**src/rtl/hazard_scoreboard_ctrl_if.sv**
```systemverilog
// Handshake bundle between the ID stage and the hazard scoreboard: the pipeline drives the
// decoded instruction fields and the branch redirect, the hazard unit drives hold/bubble/flush.
interface hazard_scoreboard_ctrl_if #(
  parameter int unsigned REG_AW = 5,
  parameter int unsigned CNT_W  = 16
);
  logic              id_valid;
  logic [REG_AW-1:0] id_rs;
  logic [REG_AW-1:0] id_rt;
  logic              id_use_rs;
  logic              id_use_rt;
  logic [REG_AW-1:0] id_rd;
  logic              id_regwrite;
  logic              id_memread;
  logic              id_branch;
  logic              id_jump;
  logic              ex_br_taken;
  logic              pc_hold;
  logic              ifid_hold;
  logic              idex_bubble;
  logic              flush_ifid;
  logic              flush_idex;
  logic [CNT_W-1:0]  stall_count;
  logic [CNT_W-1:0]  flush_count;

  modport master (
    output id_valid, id_rs, id_rt, id_use_rs, id_use_rt, id_rd, id_regwrite, id_memread,
           id_branch, id_jump, ex_br_taken,
    input  pc_hold, ifid_hold, idex_bubble, flush_ifid, flush_idex, stall_count, flush_count
  );

  modport slave (
    input  id_valid, id_rs, id_rt, id_use_rs, id_use_rt, id_rd, id_regwrite, id_memread,
           id_branch, id_jump, ex_br_taken,
    output pc_hold, ifid_hold, idex_bubble, flush_ifid, flush_idex, stall_count, flush_count
  );
endinterface

```
**src/rtl/hazard_scoreboard_ctrl.sv**
```systemverilog
// Per-register countdown scoreboard hazard unit: stalls ID consumers until producers are
// forwardable, inserts bubbles, issues flushes, and counts stall/flush cycles (saturating).
module hazard_scoreboard_ctrl #(
  parameter int unsigned REG_AW   = 5,
  parameter int unsigned LOAD_LAT = 1,
  parameter int unsigned ALU_LAT  = 0,
  parameter int unsigned BR_EXTRA = 1,
  parameter int unsigned CNT_W    = 16
) (
  input  logic                    clk,
  input  logic                    rst_n,
  hazard_scoreboard_ctrl_if.slave bus
);
  localparam int unsigned NREGS  = 2 ** REG_AW;
  localparam int unsigned MaxLat = (LOAD_LAT > ALU_LAT) ? LOAD_LAT : ALU_LAT;
  localparam int unsigned SbRaw  = $clog2(MaxLat + BR_EXTRA + 1);
  localparam int unsigned SbW    = (SbRaw > 0) ? SbRaw : 1;

  typedef logic [SbW-1:0] sb_t;

  localparam sb_t LoadInit = sb_t'(LOAD_LAT + BR_EXTRA);
  localparam sb_t AluInit  = sb_t'(ALU_LAT + BR_EXTRA);
  localparam sb_t BrExtra  = sb_t'(BR_EXTRA);

  sb_t              cnt_q [NREGS];
  sb_t              cnt_d [NREGS];
  logic [CNT_W-1:0] stall_q, stall_d;
  logic [CNT_W-1:0] flush_q, flush_d;
  logic             hazard;
  logic             issue;

  // ID-stage branches compare operands early, so they wait the extra BR_EXTRA cycles.
  function automatic logic busy(input sb_t c, input logic br);
    return br ? (c != '0) : (c > BrExtra);
  endfunction

  always_comb begin
    hazard = bus.id_valid &
             ((bus.id_use_rs & busy(cnt_q[bus.id_rs], bus.id_branch)) |
              (bus.id_use_rt & busy(cnt_q[bus.id_rt], bus.id_branch)));
    issue  = bus.id_valid & ~hazard & ~bus.ex_br_taken;
  end

  always_comb begin
    bus.pc_hold     = rst_n & hazard & ~bus.ex_br_taken;
    bus.ifid_hold   = rst_n & hazard & ~bus.ex_br_taken;
    bus.idex_bubble = rst_n & (hazard | bus.ex_br_taken);
    bus.flush_idex  = rst_n & bus.ex_br_taken;
    bus.flush_ifid  = rst_n & (bus.ex_br_taken | (bus.id_valid & bus.id_jump & ~hazard));
    bus.stall_count = stall_q;
    bus.flush_count = flush_q;
  end

  always_comb begin
    for (int unsigned r = 0; r < NREGS; r++) begin
      cnt_d[r] = (cnt_q[r] != '0) ? cnt_q[r] - sb_t'(1) : '0;
    end
    // A new producer overwrites whatever older write was still pending on the same register.
    if (issue && bus.id_regwrite && (bus.id_rd != '0)) begin
      cnt_d[bus.id_rd] = bus.id_memread ? LoadInit : AluInit;
    end
    cnt_d[0] = '0;
  end

  always_comb begin
    stall_d = stall_q;
    flush_d = flush_q;
    if (bus.pc_hold && (stall_q != '1)) stall_d = stall_q + CNT_W'(1);
    if (bus.flush_ifid && (flush_q != '1)) flush_d = flush_q + CNT_W'(1);
  end

  always_ff @(posedge clk or negedge rst_n) begin
    if (!rst_n) begin
      for (int unsigned r = 0; r < NREGS; r++) cnt_q[r] <= '0;
      stall_q <= '0;
      flush_q <= '0;
    end else begin
      for (int unsigned r = 0; r < NREGS; r++) cnt_q[r] <= cnt_d[r];
      stall_q <= stall_d;
      flush_q <= flush_d;
    end
  end
endmodule

```
**src/flat_wrapper.sv**
```systemverilog
// flat-port wrapper written by rule: the top's interface ports become plain ports
module hazard_scoreboard_ctrl_flat 
#(
  parameter int unsigned REG_AW   = 5,
  parameter int unsigned LOAD_LAT = 1,
  parameter int unsigned ALU_LAT  = 0,
  parameter int unsigned BR_EXTRA = 1,
  parameter int unsigned CNT_W    = 16
)
  (clk, rst_n, bus_id_valid, bus_id_rs, bus_id_rt, bus_id_use_rs, bus_id_use_rt, bus_id_rd, bus_id_regwrite, bus_id_memread, bus_id_branch, bus_id_jump, bus_ex_br_taken, bus_pc_hold, bus_ifid_hold, bus_idex_bubble, bus_flush_ifid, bus_flush_idex, bus_stall_count, bus_flush_count);
  hazard_scoreboard_ctrl_if #(.REG_AW(REG_AW), .CNT_W(CNT_W)) bus_i ();
  input  logic clk;
  input  logic rst_n;
  input wire logic [$bits(bus_i.id_valid)-1:0] bus_id_valid;
  input wire logic [$bits(bus_i.id_rs)-1:0] bus_id_rs;
  input wire logic [$bits(bus_i.id_rt)-1:0] bus_id_rt;
  input wire logic [$bits(bus_i.id_use_rs)-1:0] bus_id_use_rs;
  input wire logic [$bits(bus_i.id_use_rt)-1:0] bus_id_use_rt;
  input wire logic [$bits(bus_i.id_rd)-1:0] bus_id_rd;
  input wire logic [$bits(bus_i.id_regwrite)-1:0] bus_id_regwrite;
  input wire logic [$bits(bus_i.id_memread)-1:0] bus_id_memread;
  input wire logic [$bits(bus_i.id_branch)-1:0] bus_id_branch;
  input wire logic [$bits(bus_i.id_jump)-1:0] bus_id_jump;
  input wire logic [$bits(bus_i.ex_br_taken)-1:0] bus_ex_br_taken;
  output wire logic [$bits(bus_i.pc_hold)-1:0] bus_pc_hold;
  output wire logic [$bits(bus_i.ifid_hold)-1:0] bus_ifid_hold;
  output wire logic [$bits(bus_i.idex_bubble)-1:0] bus_idex_bubble;
  output wire logic [$bits(bus_i.flush_ifid)-1:0] bus_flush_ifid;
  output wire logic [$bits(bus_i.flush_idex)-1:0] bus_flush_idex;
  output wire logic [$bits(bus_i.stall_count)-1:0] bus_stall_count;
  output wire logic [$bits(bus_i.flush_count)-1:0] bus_flush_count;
  assign bus_i.id_valid = bus_id_valid;
  assign bus_i.id_rs = bus_id_rs;
  assign bus_i.id_rt = bus_id_rt;
  assign bus_i.id_use_rs = bus_id_use_rs;
  assign bus_i.id_use_rt = bus_id_use_rt;
  assign bus_i.id_rd = bus_id_rd;
  assign bus_i.id_regwrite = bus_id_regwrite;
  assign bus_i.id_memread = bus_id_memread;
  assign bus_i.id_branch = bus_id_branch;
  assign bus_i.id_jump = bus_id_jump;
  assign bus_i.ex_br_taken = bus_ex_br_taken;
  assign bus_pc_hold = bus_i.pc_hold;
  assign bus_ifid_hold = bus_i.ifid_hold;
  assign bus_idex_bubble = bus_i.idex_bubble;
  assign bus_flush_ifid = bus_i.flush_ifid;
  assign bus_flush_idex = bus_i.flush_idex;
  assign bus_stall_count = bus_i.stall_count;
  assign bus_flush_count = bus_i.flush_count;
  hazard_scoreboard_ctrl #(.REG_AW(REG_AW), .LOAD_LAT(LOAD_LAT), .ALU_LAT(ALU_LAT), .BR_EXTRA(BR_EXTRA), .CNT_W(CNT_W)) u_core (.clk(clk), .rst_n(rst_n), .bus(bus_i));
endmodule
```
**config.mk**
```make
export PLATFORM = sky130hd
export DESIGN_NAME = hazard_scoreboard_ctrl_flat
export DESIGN_NICKNAME = d
export VERILOG_FILES = /design/src/rtl/hazard_scoreboard_ctrl_if.sv /design/src/rtl/hazard_scoreboard_ctrl.sv /design/src/flat_wrapper.sv
export SDC_FILE = /design/constraint.sdc
export NUM_CORES = 1
export LEC_CHECK = 0
export ABC_AREA = 0
export BUFFER_PORTS_ARGS = -buffer_cell sky130_fd_sc_hd__clkbuf_2
export CELL_PAD_IN_SITES_DETAIL_PLACEMENT = 1
export CELL_PAD_IN_SITES_GLOBAL_PLACEMENT = 2
export CORE_ASPECT_RATIO = 0.5
export CORE_UTILIZATION = 42
export DETAILED_ROUTE_END_ITERATION = 6
export PLACE_DENSITY_LB_ADDON = 0.3
export SYNTH_ARGS = -nofsm -noshare
export SYNTH_HDL_FRONTEND = slang
export SYNTH_SLANG_ARGS = --single-unit
```
**constraint.sdc**
```tcl
create_clock -name clk -period 9.9 [get_ports clk]
set_clock_uncertainty 0.1 [all_clocks]
set_input_delay 0.99 -clock clk [delete_from_list [all_inputs] [get_ports clk]]
set_output_delay 0.99 -clock clk [all_outputs]
set_load 0.05 [all_outputs]
```
==> metrics.txt <==
Crit. End Element primary output; vias in the first global route ~4600; CP Launch Point bus_id_rs[0]; largest net degree at the start of global routing 61; IO Pins 62; top layer in use met4; grt ovf 0; status finished, violations left; die height 84.0 um; most frequent cells in the layout dfrtp_1, mux2i_1, clkbuf_2; # hold bufs at CTS 0; most common cell after layout, fill and taps aside dfrtp_1; WL met1 7680 um; Register-to-Register Path Depth 8; fin util 49.2%; CP Class input port to primary output; Worst Min Path Start u_core.bus.stall_count[13]$_DFFE_PN0P_; syn nets 558; CTS sink cnt 94; ys async rst share 100%; Slew Limit Fails 0; Final Hold Fails 0; met2 WL post-DR just under 7000 um; yosys warns 0; relative slew slack 20.5%; Required @ worst endpoint 8.81 ns; sequential area share after synthesis 41.7%; setup bufs post-CTS 0; total of max-cap violations 0; final net count 599; setup TNS 0 ns; worst IR drop on VDD 0.000153 V; H-tree Lvls 3; first drt pass iteration count 6; placed cell area roughly 6000 um^2; Reg-to-Reg Start u_core.cnt_q[53]$_DFF_PN0_; CTS tree done; Starting DRT DRC Count 334; Skew-Pair Late Insertion Delay 0.35 ns; Die Wd approximately 170 um; Bufs on Longest Clock Path 2; via count 4394; Netlist cell types 50; Main synth FF type dfrtp_1; drt drc 1; Pwr per Cell Area approximately 160 nW/um^2; post-route cell area 6340 um^2; CTS clk-pin slew, worst paths around 0.07 ns; Syn Inst Count 531; number of flops mapped to enable cells by yosys 0; failing checks design-rule violations; antenna violations before repair 0; critical path arrival between 4 and 5 ns; RR Endpoint u_core.bus.flush_count[1]$_DFFE_PN0P_; setup ws final 4.62 ns; detailed placement HPWL around 11000 um; clk root buf clkbuf_16; mean post-synth cell area 10.6 um^2; Worst Setup EP bus_ifid_hold; type of the tightest min-delay check flip-flop to flip-flop; Leak 3.13 nW; GRT Total Usage about 24%; Post-CTS Resized 0; Initial Util a little over two fifths; unrepaired setup endpoints after global routing no; Yosys reg bits 94; Final GP Congestion 0.844; Die ar. 13900 um^2; I/O Buffers just over 60; crit-path max FO 18; Final setup viols 0; synth-to-layout area growth 12.4%; total inserted antenna cells 0; DRT antenna net count 0; wire per inst 21.1 um; Rows 29; core box area 12900 um^2; TritonCTS Buffers 9; share of post-route cells with drive strength above 1 about 21%; post-DR vias/cell roughly 5.9; actual slew at the worst max-slew pin 1.19 ns; Setup crit start kind input port; period utilisation layout roughly 53%; Place WS 4.63 ns; synthesized cell area around 5600 um^2; first-pass GRT wire length 25800 um; drt total wl 15800 um; post-route minimum period 5.28 ns; met3 wire len 1010 um; reg2reg setup slack 6.46 ns; achievable clock frequency between 150 and 200 MHz
critical path: stages:
cell and delay, ns:
clkbuf_2 0.38, mux4_2 0.57, o211ai_1 0.18, a31oi_1 0.07, or4_1 0.51, a311o_1 0.46, o2111ai_2 0.62, inv_1 0.12
clkbuf_2 0.27
routing by layer:
layer	vias to the layer above	GRT usage [%]
met5	-	0
li1	2003	-
met3	12	5.55
met2	118	35.8
met1	2261	35.7
met4	0	5.01
cells in the mapped netlist (all sizes together) (17+ instances only):
master,instances,area share (%)
nor2,26,1.7
nand3,33,2.9
mux4,21,8.4
xor2,28,4.3
dfrtp,94,42
nand2b,29,3.2
mux2i,69,12
nand2,58,3.9
clkbuf,18,1.2
nor3,17,2.3
cell families after synthesis:
logic type	share of synthesized area [%]
flops	41.7
simple gates	23.1
xor+xnor	4.35
buf+inv	3.30
mux	23.0
compound gates	4.15
fa+ha+maj	0.443
per-stage QoR:
stage | instances | hold WS, ns | power, mW
floorplan | 531 | 0.421 | 0.596
global placement | 731 | 0.374 | 0.657
detailed placement | 731 | 0.388 | 0.662
CTS | 747 | 0.402 | 1.05
global route | 747 | 0.411 | 1.08
finish | 747 | 0.395 | 1.04
state kept, by name, summed over array words and instances (netlist names):
name,count
u_core.bus.stall_count,16
u_core.cnt_q,62
u_core.bus.flush_count,16
worst min path at each step:
stage | slack, ns | depth (start not counted) | to
finish | 0.39 | 1 | u_core.bus.stall_count[13]$_DFFE_PN0P_
global route | 0.41 | 1 | u_core.bus.stall_count[13]$_DFFE_PN0P_
CTS | 0.40 | 1 | u_core.bus.stall_count[13]$_DFFE_PN0P_
detailed placement | 0.39 | 1 | u_core.bus.stall_count[13]$_DFFE_PN0P_
global placement | 0.37 | 1 | u_core.bus.flush_count[11]$_DFFE_PN0P_
floorplan | 0.42 | 2 | u_core.cnt_q[37]$_DFF_PN0_
power breakdown:
part	internal, mW	switching (mW)
Combinational	0.0530	0.162
Sequential	0.408	0.0312
Clock	0.224	0.160
area by class of cell:
type / count / area, um^2
Fill cell: 1427 / 6540
Clock buffer: 10 / 229
Clock inverter: 6 / 91.3
Tap cell: 170 / 213
Sequential cell: 94 / 2350
Inverter: 8 / 30.0
Multi-Input combinational cell: 396 / 3100
Timing Repair Buffer: 63 / 323
Note: power is estimated with default switching activity, not from simulation.
